[config.mk]
export PLATFORM = sky130hd
export DESIGN_NAME = gemm_buf_ctrl
export DESIGN_NICKNAME = d
export VERILOG_FILES = /design/src/rtl/gemm_buf_ctrl.sv
export SDC_FILE = /design/constraint.sdc
export NUM_CORES = 1
export LEC_CHECK = 0
export ABC_CLOCK_PERIOD_IN_PS = 2800
export CAP_MARGIN = 25
export CORE_MARGIN = 2
export CORE_UTILIZATION = 45
export DETAILED_ROUTE_END_ITERATION = 7
export PLACE_DENSITY = 0.78
export SETUP_SLACK_MARGIN = 0.5
export SYNTH_ARGS = -nofsm -noshare
export SYNTH_HDL_FRONTEND = slang
export SYNTH_SLANG_ARGS = --single-unit
export TNS_END_PERCENT = 30
[constraint.sdc]
create_clock -name clk -period 2.8 [get_ports clk]
set_clock_uncertainty 0.2 [all_clocks]
set_input_delay 0.56 -clock clk [delete_from_list [all_inputs] [get_ports clk]]
set_output_delay 0.56 -clock clk [all_outputs]
set_load 0.01 [all_outputs]
[src/rtl/gemm_buf_ctrl.sv]
// GEMM staging-buffer sequencer: loads src_buf from the input stream, sweeps the
// MAC core over every row, strobes row results into dst_buf, then drains dst_buf.
module gemm_buf_ctrl #(
  parameter int unsigned SRC_WORDS = 16,
  parameter int unsigned N_ELEM    = 32,
  parameter int unsigned N_ROWS    = 16,
  parameter int unsigned CORE_LAT  = 3
) (
  input  logic                            clk,
  input  logic                            rst_n,
  input  logic                            start,
  output logic                            busy,
  output logic                            done,
  output logic                            err,
  input  logic                            s_valid,
  output logic                            s_ready,
  input  logic [63:0]                     s_data,
  input  logic                            s_last,
  output logic                            src_v,
  output logic [$clog2(SRC_WORDS)-1:0]    src_a,
  output logic [63:0]                     src_d,
  output logic                            exec,
  output logic [$clog2(N_ELEM)-1:0]       ia,
  output logic [$clog2(N_ROWS)-1:0]       row,
  output logic                            acc_clr,
  output logic                            outr,
  output logic [$clog2(N_ROWS)-1:0]       oa,
  output logic                            dst_v,
  output logic [$clog2(N_ROWS/2)-1:0]     dst_a,
  input  logic [63:0]                     dst_d,
  output logic                            m_valid,
  input  logic                            m_ready,
  output logic [63:0]                     m_data,
  output logic                            m_last
);

  localparam int unsigned SAW       = $clog2(SRC_WORDS);
  localparam int unsigned IAW       = $clog2(N_ELEM);
  localparam int unsigned RW        = $clog2(N_ROWS);
  localparam int unsigned DST_WORDS = N_ROWS / 2;
  localparam int unsigned DAW       = $clog2(DST_WORDS);
  localparam logic [DAW:0] RD_END   = (DAW+1)'(DST_WORDS);

  typedef enum logic [2:0] {
    S_IDLE,
    S_LOAD,
    S_EXEC,
    S_FLUSH,
    S_DRAIN
  } state_e;

  state_e         state_q, state_d;
  logic           err_q, err_d;
  logic [SAW-1:0] ld_cnt_q, ld_cnt_d;
  logic [IAW-1:0] ia_q, ia_d;
  logic [RW-1:0]  row_q, row_d;
  logic [DAW:0]   rd_cnt_q, rd_cnt_d;
  logic           clr_pipe;

  logic           pipe_v_q   [CORE_LAT];
  logic [RW-1:0]  pipe_row_q [CORE_LAT];

  logic [63:0]    buf_data_q [2];
  logic           buf_last_q [2];
  logic           wr_ptr_q, rd_ptr_q;
  logic [1:0]     cnt_q;
  logic           infl_q, infl_last_q;

  logic           ld_last, ia_last, head_last, pop, room;
  logic [1:0]     occ;

  assign ld_last   = (ld_cnt_q == SAW'(SRC_WORDS - 1));
  assign ia_last   = (ia_q == IAW'(N_ELEM - 1));
  assign head_last = buf_last_q[rd_ptr_q];

  assign busy    = (state_q != S_IDLE);
  assign err     = err_q;
  assign src_a   = ld_cnt_q;
  assign src_d   = s_data;
  assign ia      = ia_q;
  assign row     = row_q;
  assign acc_clr = exec & (ia_q == '0);
  assign outr    = pipe_v_q[CORE_LAT-1];
  assign oa      = pipe_row_q[CORE_LAT-1];
  assign dst_a   = rd_cnt_q[DAW-1:0];
  assign m_valid = (cnt_q != 2'd0);
  assign m_data  = buf_data_q[rd_ptr_q];
  assign m_last  = m_valid & head_last;
  assign pop     = m_valid & m_ready;
  assign done    = pop & head_last;

  // A beat leaving this cycle frees a slot, which keeps 1 beat/cycle under full ready.
  assign occ  = cnt_q + {1'b0, infl_q};
  assign room = (occ < 2'd2) | pop;

  always_comb begin
    state_d  = state_q;
    err_d    = err_q;
    ld_cnt_d = ld_cnt_q;
    ia_d     = ia_q;
    row_d    = row_q;
    rd_cnt_d = rd_cnt_q;
    clr_pipe = 1'b0;
    s_ready  = 1'b0;
    src_v    = 1'b0;
    exec     = 1'b0;
    dst_v    = 1'b0;
    unique case (state_q)
      S_IDLE: begin
        if (start) begin
          state_d  = S_LOAD;
          err_d    = 1'b0;
          ld_cnt_d = '0;
          ia_d     = '0;
          row_d    = '0;
          rd_cnt_d = '0;
          clr_pipe = 1'b1;
        end
      end
      S_LOAD: begin
        s_ready = 1'b1;
        if (s_valid) begin
          src_v    = 1'b1;
          ld_cnt_d = ld_cnt_q + 1'b1;
          if (s_last != ld_last) err_d = 1'b1;
          if (ld_last) state_d = S_EXEC;
        end
      end
      S_EXEC: begin
        exec = 1'b1;
        if (ia_last) begin
          ia_d  = '0;
          row_d = row_q + 1'b1;
          if (row_q == RW'(N_ROWS - 1)) state_d = S_FLUSH;
        end else begin
          ia_d = ia_q + 1'b1;
        end
      end
      S_FLUSH: begin
        if (outr) state_d = S_DRAIN;
      end
      S_DRAIN: begin
        if ((rd_cnt_q != RD_END) && room) begin
          dst_v    = 1'b1;
          rd_cnt_d = rd_cnt_q + 1'b1;
        end
        if (done) state_d = S_IDLE;
      end
      default: state_d = S_IDLE;
    endcase
  end

  always_ff @(posedge clk or negedge rst_n) begin
    if (!rst_n) begin
      state_q  <= S_IDLE;
      err_q    <= 1'b0;
      ld_cnt_q <= '0;
      ia_q     <= '0;
      row_q    <= '0;
      rd_cnt_q <= '0;
    end else begin
      state_q  <= state_d;
      err_q    <= err_d;
      ld_cnt_q <= ld_cnt_d;
      ia_q     <= ia_d;
      row_q    <= row_d;
      rd_cnt_q <= rd_cnt_d;
    end
  end

  // Last-element flag and row ride a CORE_LAT-deep pipe to line up with the core result.
  always_ff @(posedge clk or negedge rst_n) begin
    if (!rst_n) begin
      for (int unsigned i = 0; i < CORE_LAT; i++) begin
        pipe_v_q[i]   <= 1'b0;
        pipe_row_q[i] <= '0;
      end
    end else if (clr_pipe) begin
      for (int unsigned i = 0; i < CORE_LAT; i++) begin
        pipe_v_q[i]   <= 1'b0;
        pipe_row_q[i] <= '0;
      end
    end else begin
      pipe_v_q[0]   <= exec & ia_last;
      pipe_row_q[0] <= row_q;
      for (int unsigned i = 1; i < CORE_LAT; i++) begin
        pipe_v_q[i]   <= pipe_v_q[i-1];
        pipe_row_q[i] <= pipe_row_q[i-1];
      end
    end
  end

  always_ff @(posedge clk or negedge rst_n) begin
    if (!rst_n) begin
      infl_q        <= 1'b0;
      infl_last_q   <= 1'b0;
      wr_ptr_q      <= 1'b0;
      rd_ptr_q      <= 1'b0;
      cnt_q         <= 2'd0;
      buf_data_q[0] <= '0;
      buf_data_q[1] <= '0;
      buf_last_q[0] <= 1'b0;
      buf_last_q[1] <= 1'b0;
    end else begin
      infl_q      <= dst_v;
      infl_last_q <= dst_v & (dst_a == DAW'(DST_WORDS - 1));
      if (infl_q) begin
        buf_data_q[wr_ptr_q] <= dst_d;
        buf_last_q[wr_ptr_q] <= infl_last_q;
        wr_ptr_q             <= ~wr_ptr_q;
      end
      if (pop) rd_ptr_q <= ~rd_ptr_q;
      cnt_q <= cnt_q + {1'b0, infl_q} - {1'b0, pop};
    end
  end

endmodule

# == After elaboration in Yosys (flattened, before gate mapping) ==
# Index checks and enable logic that the tools add are counted.
# totals
regBits,172
input_bits,134
output_inout_bits,159
word_cells,120
# op_classes
addsub,6
n_lt_le_gt_ge,4
n_eq_ne,19
muxes,44
bitwise,11
n_reduce_logical,15
# op_table
op,count
$mux 64,4
$bwmux 128,1
$demux 64 s1,1
$mux 3,8
$pmux 4 s2,3
$ne 2x2->1 const B,9
$mux 4,4
$mux 1,15
$pmux 3 s5,1
$add 4x1->4 const B,3
$mux 12,1
$mux 5,2
$pmux 5 s2,1
$reduce_and 3->1,3
$eq 4x4->1 const B,2
$reduce_bool 2->1,4
$reduce_and 7->1,1
$and 1x1->1,6
$eq 3x2->1 const B,2
$eq 3x3->1 const B,2
$add 5x1->5 const B,1
$eq 5x5->1 const B,1
$logic_not 5->1,1
$ge 2x2->1 const B,2
18 further kinds,21

# == Longest topological paths before layout ==
# Gate-level depths: netlist (run 1).
# logic_depth
ltp_word,7
mapped_depth,8
ltp_nobuf,8

# == Worst setup path after synthesis (run 1) ==
# OpenSTA, ideal clock, no wires.
# synth_timing
path_type,register to register
from,register ia_q[0] (netlist: ia[0])
to,register ia_q[3] (netlist: ia[3])
setup_time_ps,95
arrival_ps,1982
t_required_ps,2505
setup_slack_ps,523
path_stages_with_launch,8
path_buffers,0
synth_period_minus_slack_ps,2277
cell_sequence,dfrtp_1 -> ha_1 -> and3_1 -> ha_1 -> or4b_2 -> nor2b_1 -> o21ai_0 -> o31ai_1
# synth_via
elab_chain_cells,3
elab_cells_between_ends,4
cone_classes,1 x add/sub; 1 x eq/ne; 2 x mux
# synth_rtl
element,line,source
start: declaration,55,"logic [IAW-1:0] ia_q, ia_d;"
start signal: assignment,165,ia_q <= ia_d;
$add 5x1->5 / $eq 5x5->1 (equally long branches),"136, 73",
$mux 5 *,131,if (ia_last) begin
$pmux 5 s2 *,108,unique case (state_q)
# Every way passes the cells marked *; elsewhere a longest branch is shown, timed or not.
# A chain may end at the register's enable or synchronous reset.

# == Worst setup path in the final report (run 1) ==
# layout_timing
from,register rd_ptr_q
to,output port m_data[61]
# layout_via
elab_chain_cells,4
# layout_rtl
element,line,source
start: declaration,65,"logic wr_ptr_q, rd_ptr_q;"
start signal: assignment,212,if (pop) rd_ptr_q <= ~rd_ptr_q;
$not 1->2 (not written as such),87,assign m_data = buf_data_q[rd_ptr_q];
$mux 64 (not written as such) (3 in series),87,
end: declaration,33,"output logic [63:0] m_data,"
# Every way passes these cells. The select of a mux whose other input is x is not followed.

==> metrics.txt, run 1 <==
# TYPE chip_impl_metric gauge
chip_impl_metric{name="post_drt_wl_per_cell",unit="um"} 19.1
chip_impl_metric{name="dr_iter_0_viols",unit=""} 191
chip_impl_info{name="most-common-layout-cells",value="186 x sky130_fd_sc_hd__mux2_2, 171 x sky130_fd_sc_hd__dfrtp_1, 90 x sky130_fd_sc_hd__clkdlybuf4s50_1"} 1
chip_impl_metric{name="worst_setup_hold_path_clk_slew",unit="ps"} 70
chip_impl_metric{name="synthDominantCellAreaShare",unit="%"} 53.7
chip_impl_metric{name="place_congestion",unit=""} 0.812
chip_impl_metric{name="synth-edff-count",unit=""} 0
chip_impl_metric{name="final_net_count",unit=""} 878
chip_impl_metric{name="number_of_distinct_library_cells_after_synthesis",unit=""} 42
chip_impl_metric{name="first_pass_grt_wire_length",unit="um"} 28500
chip_impl_metric{name="max_freq",unit="GHz"} 0.395
chip_impl_metric{name="clk_path_buf_depth",unit=""} 2
chip_impl_metric{name="first_global_vias",unit=""} 5486
chip_impl_metric{name="ant_nets_after_route",unit=""} 0
chip_impl_metric{name="die_area",unit="um2"} 18900
chip_impl_metric{name="fp.dieH",unit="um"} 138
chip_impl_info{name="path_delay_family",value="buffers and inverters"} 1
chip_impl_metric{name="postLayoutCellArea",unit="um2"} 10500
chip_impl_metric{name="vias_per_cell",unit=""} 5.18
chip_impl_info{name="critPathLaunchType",value="register"} 1
chip_impl_metric{name="drt_wl_total",unit="um"} 18600
chip_impl_metric{name="critPathArrivalTime",unit="ps"} 1770
chip_impl_metric{name="multi_input_comb_area",unit="um2"} 3080
chip_impl_metric{name="post_synth.cell_area_avg",unit="um2"} 13.5
chip_impl_metric{name="detail_route.first_pass.iterations",unit=""} 4
chip_impl_metric{name="synth.ff_latch_count",unit=""} 172
chip_impl_metric{name="slew_headroom",unit="%"} 55.2
chip_impl_metric{name="area_growth_syn_to_layout",unit="%"} 30.5
chip_impl_metric{name="cts_buffers",unit=""} 17
chip_impl_info{name="crit_path_cell_trace",value="buf_6 -> clkbuf_16 -> mux2_2 -> dlygate4sd2_1"} 1
chip_impl_metric{name="crit_path_max_incr_delay",unit="ps"} 420
chip_impl_metric{name="cellLeakagePower",unit="nW"} 5.01
chip_impl_metric{name="ctsHtreeMaxLevel",unit=""} 4
chip_impl_metric{name="core_area",unit="um2"} 17400
chip_impl_info{name="worst_path_max_delay_cell",value="sky130_fd_sc_hd__dfrtp_2"} 1
chip_impl_metric{name="grt_usage",unit="%"} 19.9
chip_impl_info{name="clockRootBuffer",value="sky130_fd_sc_hd__clkbuf_16"} 1
chip_impl_info{name="ys_dominant_reg_cell",value="sky130_fd_sc_hd__dfrtp_1"} 1
chip_impl_metric{name="die_w",unit="um"} 138
chip_impl_metric{name="cp_num_buf_inv",unit=""} 3
chip_impl_metric{name="num_vias",unit=""} 5031
chip_impl_metric{name="dpl.hpwl",unit="um"} 11500
chip_impl_metric{name="synth.net_count",unit=""} 739
chip_impl_metric{name="count_of_placed_standard_cells_in_the_final_layout_fillers_left_out",unit=""} 972
chip_impl_metric{name="finalSetupViolations",unit=""} 0
chip_impl_metric{name="placedInstanceArea",unit="um2"} 9480
chip_impl_metric{name="placed_cells",unit=""} 906
chip_impl_metric{name="share_of_the_yosys_chip_area_belonging_to_registers",unit="%"} 53.7
chip_impl_info{name="setup.worst_path.class",value="reg -> out"} 1
chip_impl_metric{name="finalMaxSlewViolations",unit=""} 0
chip_impl_metric{name="antenna_found_initial",unit=""} 0
chip_impl_info{name="yosys.area.top_type",value="sky130_fd_sc_hd__dfrtp_1"} 1
chip_impl_metric{name="io-pin-count",unit=""} 293
chip_impl_metric{name="ir_drop",unit="uV"} 456
chip_impl_info{name="critical_path_endpoint_category",value="primary output"} 1
chip_impl_metric{name="synth.cell_area",unit="um2"} 8020
chip_impl_metric{name="tightestPinTransition",unit="ps"} 671
chip_impl_metric{name="cts_sinks",unit=""} 172
chip_impl_metric{name="drive_above_1_share",unit="%"} 48.1
chip_impl_info{name="cts_tree",value="built"} 1
chip_impl_info{name="synth_area_leaders",value="sky130_fd_sc_hd__dfrtp_1 54%, sky130_fd_sc_hd__mux2_2 28%, sky130_fd_sc_hd__buf_4 6.7%"} 1
chip_impl_metric{name="antenna-diode-count",unit=""} 0
chip_impl_info{name="outcome",value="finished clean"} 1
chip_impl_metric{name="worstSkewPairLatency",unit="ps"} 430
chip_impl_metric{name="number_of_fill_cells",unit=""} 1309
chip_impl_metric{name="layout.core_utilization",unit="%"} 60.3
chip_impl_info{name="layout_commonest_cell",value="sky130_fd_sc_hd__mux2_2"} 1
chip_impl_metric{name="critPathMaxFanout",unit=""} 6
chip_impl_metric{name="report.final.hold_viol_count",unit=""} 0
chip_impl_metric{name="asyncSetResetFlopFracSynth",unit="%"} 100
chip_impl_metric{name="placement_rows",unit=""} 48
chip_impl_metric{name="postSynthCellCount",unit=""} 595
chip_impl_metric{name="finalCriticalPeriod",unit="ps"} 2530
chip_impl_metric{name="grt_start_max_net_pins",unit=""} 77
chip_impl_metric{name="initial_core_util",unit="%"} 46.2
chip_impl_info{name="min-delay-path-class",value="reg -> reg"} 1
chip_impl_metric{name="drcViolationCount",unit=""} 0
chip_impl_metric{name="fin_setup_tns",unit="ps"} 0
chip_impl_metric{name="portBuffers",unit=""} 164
chip_impl_info{name="grt_setup_unrepaired",value="yes"} 1
chip_impl_metric{name="power_per_cell_area",unit="nW/um2"} 779
chip_impl_metric{name="period_share",unit="%"} 90.3
chip_impl_metric{name="yosys_synthesis_warning_count",unit=""} 0
chip_impl_metric{name="globalRouteOverflowTotal",unit=""} 0
chip_impl_metric{name="sequential_cell_area",unit="um2"} 4310
chip_impl_metric{name="max_cap_viol",unit=""} 0
chip_impl_metric{name="cp_data_required_time",unit="ps"} 2040
-- path summary, 6_finish.rpt --
path                       slack [ps]          start               to  cells after the start
min in group asynchronous         450          rst_n   buf_data_q[21]                      2
max in group asynchronous        1160          rst_n  buf_data_q[123]                      3
hold reg to reg                   270  pipe_row_q[8]    pipe_row_q[4]                      1
setup / recovery                  270       rd_ptr_q       m_data[61]                      4
hold / removal                    270  pipe_row_q[8]    pipe_row_q[4]                      1
setup reg to reg                  400          ia[0]            ia[3]                      7
-- final cells by class --
type / count / area share [%]
Clock buffer: 19 / 4.23
Clock inverter: 13 / 1.22
Inverter: 15 / 0.562
Multi-Input combinational cell: 309 / 29.4
Sequential cell: 172 / 41.1
Tap cell: 225 / 2.69
Timing Repair Buffer: 219 / 20.8
-- flip-flops by register name, summed over array words and instances, names as in the netlist --
| name | count |
|---|---|
| buf_data_q | 128 |
| pipe_row_q | 8 |
| ia | 5 |
| oa | 4 |
| rd_cnt_q | 4 |
| row | 4 |
| src_a | 4 |
| state_q | 3 |
| buf_last_q | 2 |
| cnt_q | 2 |
| pipe_v_q | 2 |
| err | 1 |
| infl_last_q | 1 |
| infl_q | 1 |
| outr | 1 |
| rd_ptr_q | 1 |
| wr_ptr_q | 1 |
-- through the flow --
stage	power [mW]	setup slack, ps	hold WS [ps]
after global placement	5.14	-301	241
after global routing	8.54	188	287
after CTS	8.02	250	271
after detailed placement	5.20	-318	253
final	8.15	271	268
after floorplan	4.12	523	64.4
-- kinds of logic after synthesis --
group	share of synthesized area, %
AND/OR/NAND/NOR	4.94
flip-flops	53.7
XOR/XNOR	0.983
multiplexers	27.9
AO/OA/AOI/OAI	1.79
buffers and inverters	9.16
adder cells (fa/ha/maj)	1.56
-- cells in the mapped netlist, drive strengths merged (4+ instances only) --
cell	n
inv	15
clkbuf	9
xor2	5
nand2	16
buf	90
o21ai	9
ha	10
nand3	4
nor2b	16
mux2	197
and3	4
nor2	16
dfrtp	172
xnor2	4
-- per-layer routing --
layer  wire [um]  track usage (%)
met2        9570             34.7
met4         563             8.19
met5           0                0
met3        1140             6.33
met1        7320             22.5
-- where the power goes --
part / internal, mW / total [mW] / switching [mW]
registers: 2.69 / 2.87 / 0.176
clock network: 1.27 / 2.29 / 1.02
logic: 1.77 / 2.99 / 1.22
total: 5.73 / 8.15 / 2.42
-- what timing repair did --
| item | 4_1_cts | 5_1_grt |
|---|---|---|
| hold buffers | 1 | 0 |
| endpoints found under the hold margin | 48 | 0 |
| cloned | 6 | 2 |
| setup endpoints to repair | 75 | 76 |
| buffers inserted | 20 | 5 |
| gates resized for setup | 251 | 65 |
| pin swaps | 4 | 0 |
Power figures use the tool's default switching activity.
==> run 2, diff against run 1 <==
--- a/config.mk
+++ b/config.mk
@@ -7,7 +7,6 @@
 export LEC_CHECK = 0
 export ABC_CLOCK_PERIOD_IN_PS = 2800
 export CAP_MARGIN = 25
-export CORE_MARGIN = 2
 export CORE_UTILIZATION = 45
 export DETAILED_ROUTE_END_ITERATION = 7
 export PLACE_DENSITY = 0.78
==> metrics.txt, run 2 (synthesized netlist as in run 1, its figures left out) <==
# TYPE chip_impl_metric gauge
chip_impl_info{name="layout_commonest_cell",value="sky130_fd_sc_hd__mux2_2"} 1
chip_impl_info{name="min-delay-path-class",value="reg -> reg"} 1
chip_impl_metric{name="area_growth_syn_to_layout",unit="%"} 31.9
chip_impl_metric{name="critPathMaxFanout",unit=""} 3
chip_impl_metric{name="vias_per_cell",unit=""} 5.11
chip_impl_metric{name="power_per_cell_area",unit="nW/um2"} 764
chip_impl_metric{name="core_area",unit="um2"} 17400
chip_impl_metric{name="dpl.hpwl",unit="um"} 11600
chip_impl_metric{name="max_freq",unit="GHz"} 0.398
chip_impl_info{name="outcome",value="finished clean"} 1
chip_impl_info{name="critical_path_endpoint_category",value="primary output"} 1
chip_impl_info{name="cts_tree",value="built"} 1
chip_impl_info{name="grt_setup_unrepaired",value="yes"} 1
chip_impl_metric{name="die_w",unit="um"} 136
chip_impl_metric{name="post_drt_wl_per_cell",unit="um"} 18.7
chip_impl_info{name="setup.worst_path.class",value="reg -> out"} 1
chip_impl_metric{name="report.final.hold_viol_count",unit=""} 0
chip_impl_metric{name="grt_usage",unit="%"} 20.6
chip_impl_metric{name="postLayoutCellArea",unit="um2"} 10600
chip_impl_metric{name="detail_route.first_pass.iterations",unit=""} 4
chip_impl_info{name="worst_r2r_endpoint",value="ia[3]"} 1
chip_impl_metric{name="ir_drop",unit="uV"} 532
chip_impl_metric{name="worstSkewPairLatency",unit="ps"} 420
chip_impl_info{name="timing.hold.worst.start",value="pipe_row_q[7]"} 1
chip_impl_metric{name="tightestPinTransition",unit="ps"} 575
chip_impl_metric{name="number_of_fill_cells",unit=""} 1302
chip_impl_metric{name="critPathArrivalTime",unit="ps"} 1750
chip_impl_metric{name="drcViolationCount",unit=""} 0
chip_impl_info{name="clockRootBuffer",value="sky130_fd_sc_hd__clkbuf_16"} 1
chip_impl_info{name="most-common-layout-cells",value="192 x sky130_fd_sc_hd__mux2_2, 170 x sky130_fd_sc_hd__dfrtp_1, 90 x sky130_fd_sc_hd__clkdlybuf4s50_1"} 1
chip_impl_metric{name="initial_core_util",unit="%"} 46.2
chip_impl_metric{name="first_global_vias",unit=""} 5565
chip_impl_metric{name="finalSetupViolations",unit=""} 0
chip_impl_metric{name="final_net_count",unit=""} 885
chip_impl_metric{name="dr_iter_0_viols",unit=""} 176
chip_impl_metric{name="fp.dieH",unit="um"} 136
chip_impl_metric{name="fin_setup_tns",unit="ps"} 0
chip_impl_metric{name="portBuffers",unit=""} 164
chip_impl_metric{name="post-place-ws",unit="ps"} -306
chip_impl_metric{name="ant_nets_after_route",unit=""} 0
chip_impl_metric{name="slew_headroom",unit="%"} 61.7
chip_impl_metric{name="globalRouteOverflowTotal",unit=""} 0
chip_impl_metric{name="first_pass_grt_wire_length",unit="um"} 28600
chip_impl_info{name="critPathLaunchType",value="register"} 1
chip_impl_metric{name="max_cap_viol",unit=""} 0
chip_impl_info{name="worst_hold_path.endpoint",value="oa[3]"} 1
chip_impl_metric{name="setup.reg_to_reg.worst_slack",unit="ps"} 380
chip_impl_metric{name="grt_start_max_net_pins",unit=""} 60
chip_impl_metric{name="die_area",unit="um2"} 18400
chip_impl_metric{name="period_share",unit="%"} 89.7
chip_impl_metric{name="place_congestion",unit=""} 0.810
chip_impl_metric{name="num_vias",unit=""} 5007
chip_impl_metric{name="hold-path-cell-count",unit=""} 1
chip_impl_metric{name="timing.reg2reg.worst_path_depth",unit=""} 7
chip_impl_metric{name="finalWorstSetupSlack",unit="ps"} 288
chip_impl_metric{name="placement_rows",unit=""} 48
chip_impl_metric{name="placedInstanceArea",unit="um2"} 9520
chip_impl_metric{name="ctsHtreeMaxLevel",unit=""} 4
chip_impl_metric{name="layout.core_utilization",unit="%"} 61.0
chip_impl_metric{name="finalMaxSlewViolations",unit=""} 0
chip_impl_metric{name="cts_sinks",unit=""} 172
chip_impl_metric{name="cts_buffers",unit=""} 17
chip_impl_metric{name="largest_register_ff_count",unit=""} 128
chip_impl_metric{name="io-pin-count",unit=""} 293
chip_impl_metric{name="cellLeakagePower",unit="nW"} 5.02
chip_impl_metric{name="antenna_found_initial",unit=""} 0
chip_impl_metric{name="finalCriticalPeriod",unit="ps"} 2510
chip_impl_info{name="largest_reg_by_ff_count",value="buf_data_q"} 1
chip_impl_metric{name="antenna-diode-count",unit=""} 0
chip_impl_metric{name="drt_wl_total",unit="um"} 18400
chip_impl_metric{name="drive_above_1_share",unit="%"} 49.2
chip_impl_metric{name="worst_setup_hold_path_clk_slew",unit="ps"} 70
chip_impl_metric{name="clk_path_buf_depth",unit=""} 2
chip_impl_metric{name="cp_data_required_time",unit="ps"} 2040
chip_impl_info{name="worst_r2r_startpoint",value="ia[0]"} 1
chip_impl_metric{name="power.total",unit="mW"} 8.08
[run 2: worst max-delay path, stage by stage (launching register included)]
cell	delay, ps
sky130_fd_sc_hd__dfrtp_1	400
sky130_fd_sc_hd__ha_4	170
sky130_fd_sc_hd__buf_6	100
sky130_fd_sc_hd__o311ai_4	100
sky130_fd_sc_hd__or3_4	410
sky130_fd_sc_hd__inv_4	70
sky130_fd_sc_hd__buf_6	90
[run 2: layout make-up]
| cell class | count | area (um2) | share of cell area [%] |
|---|---|---|---|
| clock buffer | 20 | 467 | 4.41 |
| timing repair buffer | 226 | 2270 | 21.5 |
| inverter | 15 | 58.8 | 0.556 |
| clock inverter | 12 | 113 | 1.06 |
| multi-input combinational | 309 | 3080 | 29.1 |
| sequential | 172 | 4310 | 40.7 |
| tap | 225 | 282 | 2.66 |
[run 2: where the power goes]
group	switching, mW	total, mW	leakage (nW)	internal (mW)
registers	0.170	2.86	2.22	2.69
logic	1.18	2.93	2.51	1.75
clock network	0.985	2.29	0.288	1.31
total	2.34	8.08	5.02	5.75
[run 2: metrics by stage]
stage          cells  hold slack (ps)
6_report         979              265
4_1_cts          972              269
3_5_place_dp     909              255
5_1_grt          979              278
3_3_place_gp     909              242
2_1_floorplan    595             64.4
[run 2: worst max path at each step]
| stage | from | end | slack, ps | cells past startpoint |
|---|---|---|---|---|
| finish | cnt_q[0] | dst_v | 290 | 6 |
| floorplan | ia[0] | ia[3] | 520 | 7 |
| global placement | m_ready | dst_v | -290 | 6 |
| CTS | infl_q | dst_v | 310 | 5 |
| global route | cnt_q[0] | dst_v | 230 | 6 |
| detailed placement | m_ready | dst_v | -310 | 6 |
[run 2: metal layers]
layer,track usage [%],share of wire [%],up-vias
met4,10.4,3.2,0
met3,3.82,4.1,62
li1,-,-,2277
met1,24.4,40,2519
met2,35.7,52,149
met5,0,0,-
[run 2: what timing repair did]
item / 4_1_cts / 5_1_grt
pin swaps: 6 / 3
hold buffers: 1 / 0
endpoints found under the hold margin: 54 / 0
setup buffers: 24 / 4
gates cloned: 6 / 3
setup endpoints to repair: 75 / 76
gates resized for setup: 261 / 43
